--- src/rtl/ram_wr_arbiter.sv ---
// ram_wr_arbiter
// Shares one RAM write port between NREQ requesters using round-robin
// arbitration. An owner may keep the port for a burst of up to MAX_BURST
// beats. The write address, data and enable outputs are registered, so a
// beat accepted on gnt reaches the RAM one cycle later.

module ram_wr_arbiter #(
    parameter int NREQ      = 3,
    parameter int AW        = 12,
    parameter int DW        = 16,
    parameter int MAX_BURST = 4
) (
    input  logic               clk,
    input  logic               rst_n,
    input  logic [NREQ-1:0]    req,
    input  logic [NREQ*AW-1:0] req_addr,
    input  logic [NREQ*DW-1:0] req_data,
    input  logic [NREQ-1:0]    req_last,
    output logic [NREQ-1:0]    gnt,
    output logic               wr_en,
    output logic [AW-1:0]      wr_addr,
    output logic [DW-1:0]      wr_data,
    output logic               busy,
    output logic [2:0]         owner
);

    typedef enum logic {
        IDLE,
        BURST
    } state_t;

    state_t      state;
    state_t      state_nxt;
    logic [2:0]  ptr;
    logic [2:0]  ptr_nxt;
    logic [3:0]  cnt;
    logic [3:0]  cnt_nxt;
    logic [2:0]  owner_nxt;

    logic        win_found;
    logic [2:0]  win;
    logic [2:0]  cand;
    logic [2:0]  sel;
    logic        sel_req;
    logic        sel_last;
    logic [AW-1:0] sel_addr;
    logic [DW-1:0] sel_data;
    logic        grant;

    // Index of the requester after i, wrapping NREQ-1 back to 0.
    function automatic logic [2:0] next_idx(input logic [2:0] i);
        if (int'(i) == NREQ - 1) begin
            return 3'd0;
        end
        return i + 3'd1;
    endfunction

    // Round-robin search: walk from ptr and take the first active request.
    always_comb begin
        win_found = 1'b0;
        win       = ptr;
        cand      = ptr;
        for (int k = 0; k < NREQ; k++) begin
            for (int i = 0; i < NREQ; i++) begin
                if (3'(i) == cand && req[i] && !win_found) begin
                    win_found = 1'b1;
                    win       = cand;
                end
            end
            cand = next_idx(cand);
        end
    end

    // Mux the request lines of the winner (IDLE) or the current owner (BURST).
    always_comb begin
        sel      = (state == IDLE) ? win : owner;
        sel_req  = 1'b0;
        sel_last = 1'b0;
        sel_addr = '0;
        sel_data = '0;
        for (int i = 0; i < NREQ; i++) begin
            if (3'(i) == sel) begin
                sel_req  = req[i];
                sel_last = req_last[i];
                sel_addr = req_addr[i*AW +: AW];
                sel_data = req_data[i*DW +: DW];
            end
        end
    end

    // Next-state logic: decide whether a beat is accepted and where the FSM goes.
    always_comb begin
        state_nxt = state;
        ptr_nxt   = ptr;
        cnt_nxt   = cnt;
        owner_nxt = owner;
        grant     = 1'b0;
        case (state)
            IDLE: begin
                if (win_found) begin
                    grant     = 1'b1;
                    owner_nxt = win;
                    if (sel_last || MAX_BURST == 1) begin
                        ptr_nxt = next_idx(win);
                    end else begin
                        state_nxt = BURST;
                        cnt_nxt   = 4'd1;
                    end
                end
            end
            BURST: begin
                if (sel_req) begin
                    grant = 1'b1;
                    if (sel_last || cnt == 4'(MAX_BURST - 1)) begin
                        state_nxt = IDLE;
                        ptr_nxt   = next_idx(owner);
                        cnt_nxt   = 4'd0;
                    end else begin
                        cnt_nxt = cnt + 4'd1;
                    end
                end else begin
                    state_nxt = IDLE;
                    ptr_nxt   = next_idx(owner);
                    cnt_nxt   = 4'd0;
                end
            end
            default: begin
                state_nxt = IDLE;
            end
        endcase
    end

    // One-hot grant to the selected requester, forced low while in reset.
    always_comb begin
        gnt = '0;
        for (int i = 0; i < NREQ; i++) begin
            gnt[i] = rst_n && grant && (3'(i) == sel);
        end
    end

    // Arbitration state registers.
    always_ff @(posedge clk or negedge rst_n) begin
        if (!rst_n) begin
            state <= IDLE;
            ptr   <= 3'd0;
            cnt   <= 4'd0;
            owner <= 3'd0;
            busy  <= 1'b0;
        end else begin
            state <= state_nxt;
            ptr   <= ptr_nxt;
            cnt   <= cnt_nxt;
            owner <= owner_nxt;
            busy  <= (state_nxt == BURST);
        end
    end

    // Registered RAM write port; address and data hold when no beat is taken.
    always_ff @(posedge clk or negedge rst_n) begin
        if (!rst_n) begin
            wr_en   <= 1'b0;
            wr_addr <= '0;
            wr_data <= '0;
        end else begin
            wr_en <= grant;
            if (grant) begin
                wr_addr <= sel_addr;
                wr_data <= sel_data;
            end
        end
    end

endmodule
--- config.mk ---
export PLATFORM = sky130hd
export DESIGN_NAME = ram_wr_arbiter
export DESIGN_NICKNAME = d
export VERILOG_FILES = /design/src/rtl/ram_wr_arbiter.sv
export SDC_FILE = /design/constraint.sdc
export NUM_CORES = 1
export LEC_CHECK = 0
export CAP_MARGIN = 20
export CORE_MARGIN = 2
export CORE_UTILIZATION = 42
export CTS_CLUSTER_SIZE = 16
export DETAILED_ROUTE_END_ITERATION = 16
export GPL_TIMING_DRIVEN = 1
export PLACE_DENSITY = 0.82
export SYNTH_ARGS = -nofsm -noshare
export SYNTH_HDL_FRONTEND = slang
export SYNTH_SLANG_ARGS = --single-unit
--- constraint.sdc ---
create_clock -name clk -period 4.8 [get_ports clk]
set_clock_uncertainty 0.05 [all_clocks]
set_input_delay 1.44 -clock clk [delete_from_list [all_inputs] [get_ports clk]]
set_output_delay 1.44 -clock clk [all_outputs]
set_load 0.02 [all_outputs]
==> results.ini, run 1 <==
[die]
coreArea_mm2=0.00628
num_io_pins=128
rows=29
dieArea_mm2=0.00706
start_util_pct=42.9
fp.dieH_um=84.1
fp.dieW_um=84.1

[sta]
fin_tns_setup_ns=0
slew_headroom_pct=62.0
finalHoldViolCount=0
fmax_mhz=213
setup_viol=0
period_share_pct=98.0
rsz0062_at_grt=no
worstMarginPinSlew_ns=0.564
layout_setup_ws_ns=0.0984
final_max_slew_viol_count=0
period_minus_slack_ns=4.70

[logic_synthesis]
synth.largest_area_cell=dfrtp_1
synth_area_mm2=0.00269
yosysTopAreaCellShare_pct=37.2
synth_area_per_cell_um2=7.96
synth_ff_type=dfrtp_1
yosys_register_bits=40
synthTopCellsByArea=dfrtp_1 (37%), o21ai_0 (8.6%), o211ai_1 (8.4%), nor2_1 (5.9%), nand2_1 (5.4%)
syn_inst=338
ys_warn_count=0
synth_cell_types=48
synth_edf_count=0
ys_async_sr_fraction_pct=100
synth_seq_area_share_pct=37.2
synth_fp_nets=431

[pwr]
power_leakage_nw=1.76
power_density_mw_per_mm2=158
power_mw=0.663
worst_ir_drop_vdd_mv=0.108

[cts]
worstSkewPairLatency_ns=0.30
cts_hold_buf=0
cts_inserted_buffers=5
clkTransAtPathRegs_ns=0.08
cts_max_level=2
cts_root_buf=clkbuf_8
clk_path_buf_depth=2
cts_tree=yes
cts_sinks=40

[global_routing]
grt_pass1_vias=2984
overflow=0
grt_usage_pct=24.6
antenna_found_initial=0
grt_pass1_wl_um=14000
grt_max_degree=48

[worst_setup_path]
rrSetupSlack_ns=1.94
critical-path-slowest-cell=clkdlybuf4s15_2
crit_type=primary input to output port
path_cells=clkdlybuf4s15_2 -> and2_1 -> o21ai_2 -> o221ai_4 -> buf_4 -> o32ai_4 -> a2bb2oi_2 -> o21ai_4 -> nand2_1 -> nor2_1 -> buf_2
crit_path_start_kind=primary input
required_ns=3.31
crit_arrival_ns=3.21
endpoint_kind=output port
max_stage_delay_ns=0.24
cp_max_fo=8

[drt]
wl_per_cell_um=15.6
drt-pass1-iter-count=4
ant_nets=0
first_iter_violations=149
num_vias=2987
wl_um=8570
vias_per_cell=5.43
drcViolationCount=0

[placement]
gp_congestion=0.904
place_hpwl_um=6300
port_buffers=127
place_area_mm2=0.00411
pre_cts_slack_ns=-0.720

[run_status]
outcome=complete, no violations

[flow_run]
maxCapViolCount=0

[cells_and_area]
layout_common_cells=clkdlybuf4s50_1 (120), o21ai_0 (46), nor2_1 (42)
area_growth_pct=55.8
fin_area_mm2=0.00419
layout_commonest_cell=clkdlybuf4s50_1
final_util_pct=66.8
nets=566
drive_above_1_share_pct=12.5
diodes=0

[min_path]
min_path_type=flop to flop

## state kept, by name (all words and copies together) (netlist names)
signal and count:
state 1, owner 3, wr_en 1, cnt 4, ptr 3, wr_addr 12, wr_data 16
## where the power goes
| group | internal, mW | switching (mW) |
|---|---|---|
| logic | 0.0752 | 0.0306 |
| clock network | 0.0985 | 0.121 |
| registers | 0.337 | 0.000427 |
| total | 0.511 | 0.152 |
## layer usage
metal  wire length [um]  up-vias  track usage [%]
met5                  0        -                0
met3                497       23             5.04
li1                   -     1440                -
met2               4390      113             42.1
met1               3430     1411             29.8
met4                252        0             10.6
## synthesized netlist by cell type (2+ instances only)
cell	count
o21ai_0	46
nor2_1	42
dfrtp_1	40
nand2_1	39
inv_1	35
o211ai_1	30
o21ai_1	16
buf_2	10
a21oi_1	7
buf_4	7
clkbuf_1	7
nand2b_1	5
nand3_1	4
nor2b_1	3
a21o_1	2
a22o_1	2
a2bb2oi_2	2
a41oi_1	2
and2_1	2
and3_1	2
buf_6	2
o21a_1	2
o21ai_2	2
o221ai_1	2
o22a_1	2
o31a_1	2
or2_2	2
## path summary, 6_finish.rpt
kind                            depth (start not counted)                    from                      to
worst max-delay path                                   11                  req[0]                  gnt[2]
worst max register to register                         10      ptr[1]$_DFFE_PN0P_      ptr[1]$_DFFE_PN0P_
worst min-delay path                                    2  wr_data[3]$_DFFE_PN0P_  wr_data[3]$_DFFE_PN0P_
max in group asynchronous                               2                   rst_n  wr_addr[9]$_DFFE_PN0P_
min in group asynchronous                               1                   rst_n      cnt[3]$_DFFE_PN0P_
worst min register to register                          2  wr_data[3]$_DFFE_PN0P_  wr_data[3]$_DFFE_PN0P_
## critical path: cells and delay by family
kind            cells  cell delay [ns]
simple gates        3             0.42
compound gates      5             0.76
buf+inv             3             0.59
## metrics by stage
stage,cells,hold WS (ns)
after floorplan,338,0.436
after global placement,541,0.447
after detailed placement,541,0.460
after CTS,550,0.477
after global routing,550,0.497
final,550,0.473
## timing repair
action / in CTS / in global routing
gates resized for setup: 20 / 4
pin swaps: 3 / 1
setup endpoints to repair: 3 / 3
setup buffers: 2 / 0
## logic make-up after synthesis
| logic type | count (synthesis) | synth area share (%) |
|---|---|---|
| compound gates | 131 | 34.5 |
| simple gates | 102 | 16.3 |
| buf+inv | 61 | 10.5 |
| flops | 40 | 37.2 |
| fa+ha+maj | 2 | 0.837 |
| xor+xnor | 1 | 0.325 |
| mux | 1 | 0.372 |
## final cells by class
class                           count  area (um2)
Timing Repair Buffer              154        1450
Tap cell                           77        96.3
Clock inverter                      2        12.5
Multi-Input combinational cell    237        1430
Sequential cell                    40        1000
Clock buffer                        5        68.8
Fill cell                         549        2080
Inverter                           35         131
(Power assumes the default switching activity.)
==> run 2, diff against run 1 <==
--- a/config.mk
+++ b/config.mk
@@ -6,12 +6,14 @@
 export NUM_CORES = 1
 export LEC_CHECK = 0
 export CAP_MARGIN = 20
+export CELL_PAD_IN_SITES_DETAIL_PLACEMENT = 0
+export CELL_PAD_IN_SITES_GLOBAL_PLACEMENT = 1
 export CORE_MARGIN = 2
-export CORE_UTILIZATION = 42
+export CORE_UTILIZATION = 29
 export CTS_CLUSTER_SIZE = 16
 export DETAILED_ROUTE_END_ITERATION = 16
 export GPL_TIMING_DRIVEN = 1
-export PLACE_DENSITY = 0.82
+export PLACE_DENSITY_LB_ADDON = 0.1
 export SYNTH_ARGS = -nofsm -noshare
 export SYNTH_HDL_FRONTEND = slang
 export SYNTH_SLANG_ARGS = --single-unit
==> results.ini, run 2 (synthesis results as in run 1) <==
[drt]
num_vias=2855  ; -4.4%
drcViolationCount=0  ; unchanged
vias_per_cell=4.87  ; -10%
first_iter_violations=115  ; -23%
drt-pass1-iter-count=4  ; unchanged
wl_per_cell_um=14.7  ; -5.6%
wl_um=8620  ; +0.63%
ant_nets=0  ; unchanged

[cells_and_area]
multi_input_area_mm2=0.00143  ; about the same
layout_common_cells=clkdlybuf4s50_1 (120), o21ai_0 (46), nor2_1 (40), dfrtp_1 (40), nand2_1 (39)
fillers=931  ; +70%
regMostFlops=wr_data
layout_commonest_cell=clkdlybuf4s50_1
reg_top3=wr_data: 16 flops, wr_addr: 12 flops, cnt: 4 flops
largest_register_ffs=16  ; unchanged
ff_latch_area_mm2=0.00100  ; unchanged
area_growth_pct=58.0
diodes=0  ; unchanged
nets=567  ; +0.18%
drive_above_1_share_pct=12.6  ; +0.16 points

[die]
coreArea_mm2=0.00911  ; +45%
rows=35  ; +21%
fp.dieH_um=100  ; +19%
start_util_pct=29.5  ; -13 points
num_io_pins=128  ; unchanged
fp.dieW_um=100  ; +19%
dieArea_mm2=0.0101  ; +43%

[worst_setup_path]
reg2reg_depth=10  ; unchanged
worstReg2RegEnd=ptr[1]$_DFFE_PN0P_
endpoint=gnt[0]
r2r_start=ptr[1]$_DFFE_PN0P_
crit_top_cell=buf_4
crit_start=req[2]
required_ns=3.31  ; about the same
critical-path-slowest-cell=clkdlybuf4s15_2
rrSetupSlack_ns=1.91  ; -0.03 ns
path_cells=clkdlybuf4s15_2 -> nor2b_1 -> o211ai_1 -> buf_4 -> a41oi_2 -> nor2_2 -> a2bb2oi_2 -> o21ai_4 -> nand2_1 -> a21oi_1 -> buf_4
max_stage_delay_ns=0.25  ; about the same
crit_path_start_kind=primary input
cp_max_fo=6  ; -2
endpoint_kind=output port
crit_type=primary input to output port
crit_arrival_ns=3.20  ; about the same

[cts]
cts_root_buf=clkbuf_8
cts_sinks=40  ; unchanged
cts_max_level=2  ; unchanged
cts_inserted_buffers=5  ; unchanged
clkTransAtPathRegs_ns=0.08  ; about the same
cts_hold_buf=0  ; unchanged
worstSkewPairLatency_ns=0.28  ; -0.02 ns
clk_path_buf_depth=2  ; unchanged
cts_tree=yes

[min_path]
min_path_cells=1  ; -1
min_path_type=flop to flop

[sta]
holdWs_ns=0.470  ; -0.00278 ns
final_max_slew_viol_count=0  ; unchanged
fmax_mhz=213  ; +0.35%
period_minus_slack_ns=4.69  ; -0.0166 ns
slew_headroom_pct=63.0  ; +1.1 points
setup_viol=0  ; unchanged
worstMarginPinSlew_ns=0.554  ; -0.00996 ns
rsz0062_at_grt=no
layout_setup_ws_ns=0.115  ; +0.0166 ns
period_share_pct=97.6  ; -0.35 points
finalHoldViolCount=0  ; unchanged

[global_routing]
gr-usage-met3_pct=4.60  ; -0.45 points
grt_use_met2_pct=28.8  ; -13 points
grt_pass1_wl_um=13800  ; -1.3%
grt_usage_pct=17.3  ; -7.3 points
grt_pass1_vias=2796  ; -6.3%
grt_util_met1_pct=22.5  ; -7.2 points
busiest_layer=met2
antenna_found_initial=0  ; unchanged
grt_max_degree=58  ; +21%
overflow=0  ; unchanged

[pwr]
power_density_mw_per_mm2=160  ; +1.0%
worst_ir_drop_vdd_mv=0.0874  ; -19%
power_leakage_nw=1.77  ; +0.57%

[placement]
port_buffers=127  ; unchanged
pre_cts_slack_ns=-0.720  ; +0.000212 ns
place_hpwl_um=6360  ; +0.98%
gp_congestion=0.895  ; -0.98%

[flow_run]
maxCapViolCount=0  ; unchanged

[run_status]
outcome=complete, no violations

run 2: routing by layer:
| layer | vias to the layer above | wire length [um] | share of wire [%] |
|---|---|---|---|
| li1 | 1447 | - | - |
| met1 | 1306 | 3770 | 44 |
| met2 | 96 | 4120 | 48 |
| met3 | 6 | 656 | 7.6 |
| met4 | 0 | 72 | 0.83 |
| met5 | - | 0 | 0 |
run 2: worst min-delay path by stage:
stage / from / to / slack (ns)
after floorplan: cnt[2]$_DFFE_PN0P_ / cnt[2]$_DFFE_PN0P_ / 0.44
after global placement: cnt[3]$_DFFE_PN0P_ / cnt[3]$_DFFE_PN0P_ / 0.45
after detailed placement: cnt[3]$_DFFE_PN0P_ / cnt[3]$_DFFE_PN0P_ / 0.46
after CTS: cnt[3]$_DFFE_PN0P_ / cnt[3]$_DFFE_PN0P_ / 0.48
after global routing: cnt[2]$_DFFE_PN0P_ / cnt[2]$_DFFE_PN0P_ / 0.49
final: cnt[3]$_DFFE_PN0P_ / cnt[3]$_DFFE_PN0P_ / 0.47
run 2: what timing repair did:
item	CTS	global route
cloned	0	0
buffers inserted	1	0
gates resized for setup	19	8
pin swaps	2	3
setup endpoints to repair	3	3
run 2: worst max-delay path, delay by kind of cell:
kind | cells | cell delay [ns]
buf+inv | 3 | 0.59
compound gates | 5 | 0.79
simple gates | 3 | 0.36
run 2: power breakdown:
group	switching [mW]	leakage [nW]	internal [mW]
logic	0.0298	1.33	0.0763
clock network	0.119	0.0445	0.117
registers	0.000476	0.402	0.337
run 2: cell type report:
| cell class | count | share of cell area [%] |
|---|---|---|
| clock buffer | 7 | 2.03 |
| multi-input combinational | 237 | 33.6 |
| tap | 111 | 3.27 |
| clock inverter | 1 | 0.177 |
| sequential | 40 | 23.5 |
| inverter | 35 | 3.09 |
| timing repair buffer | 155 | 34.3 |
run 2: stage by stage:
| stage | instance area, um2 | power [mW] | setup TNS (ns) | instances | utilization, % |
|---|---|---|---|---|---|
| after floorplan | 2690 | 0.361 | 0 | 338 | - |
| after global placement | 4160 | 0.452 | -2.01 | 577 | 45.7 |
| after detailed placement | 4160 | 0.451 | -2.10 | 577 | 45.7 |
| after CTS | 4270 | 0.689 | 0 | 586 | 46.8 |
| after global routing | 4250 | 0.711 | 0 | 586 | 46.7 |
| final | 4250 | 0.679 | 0 | 586 | 46.7 |
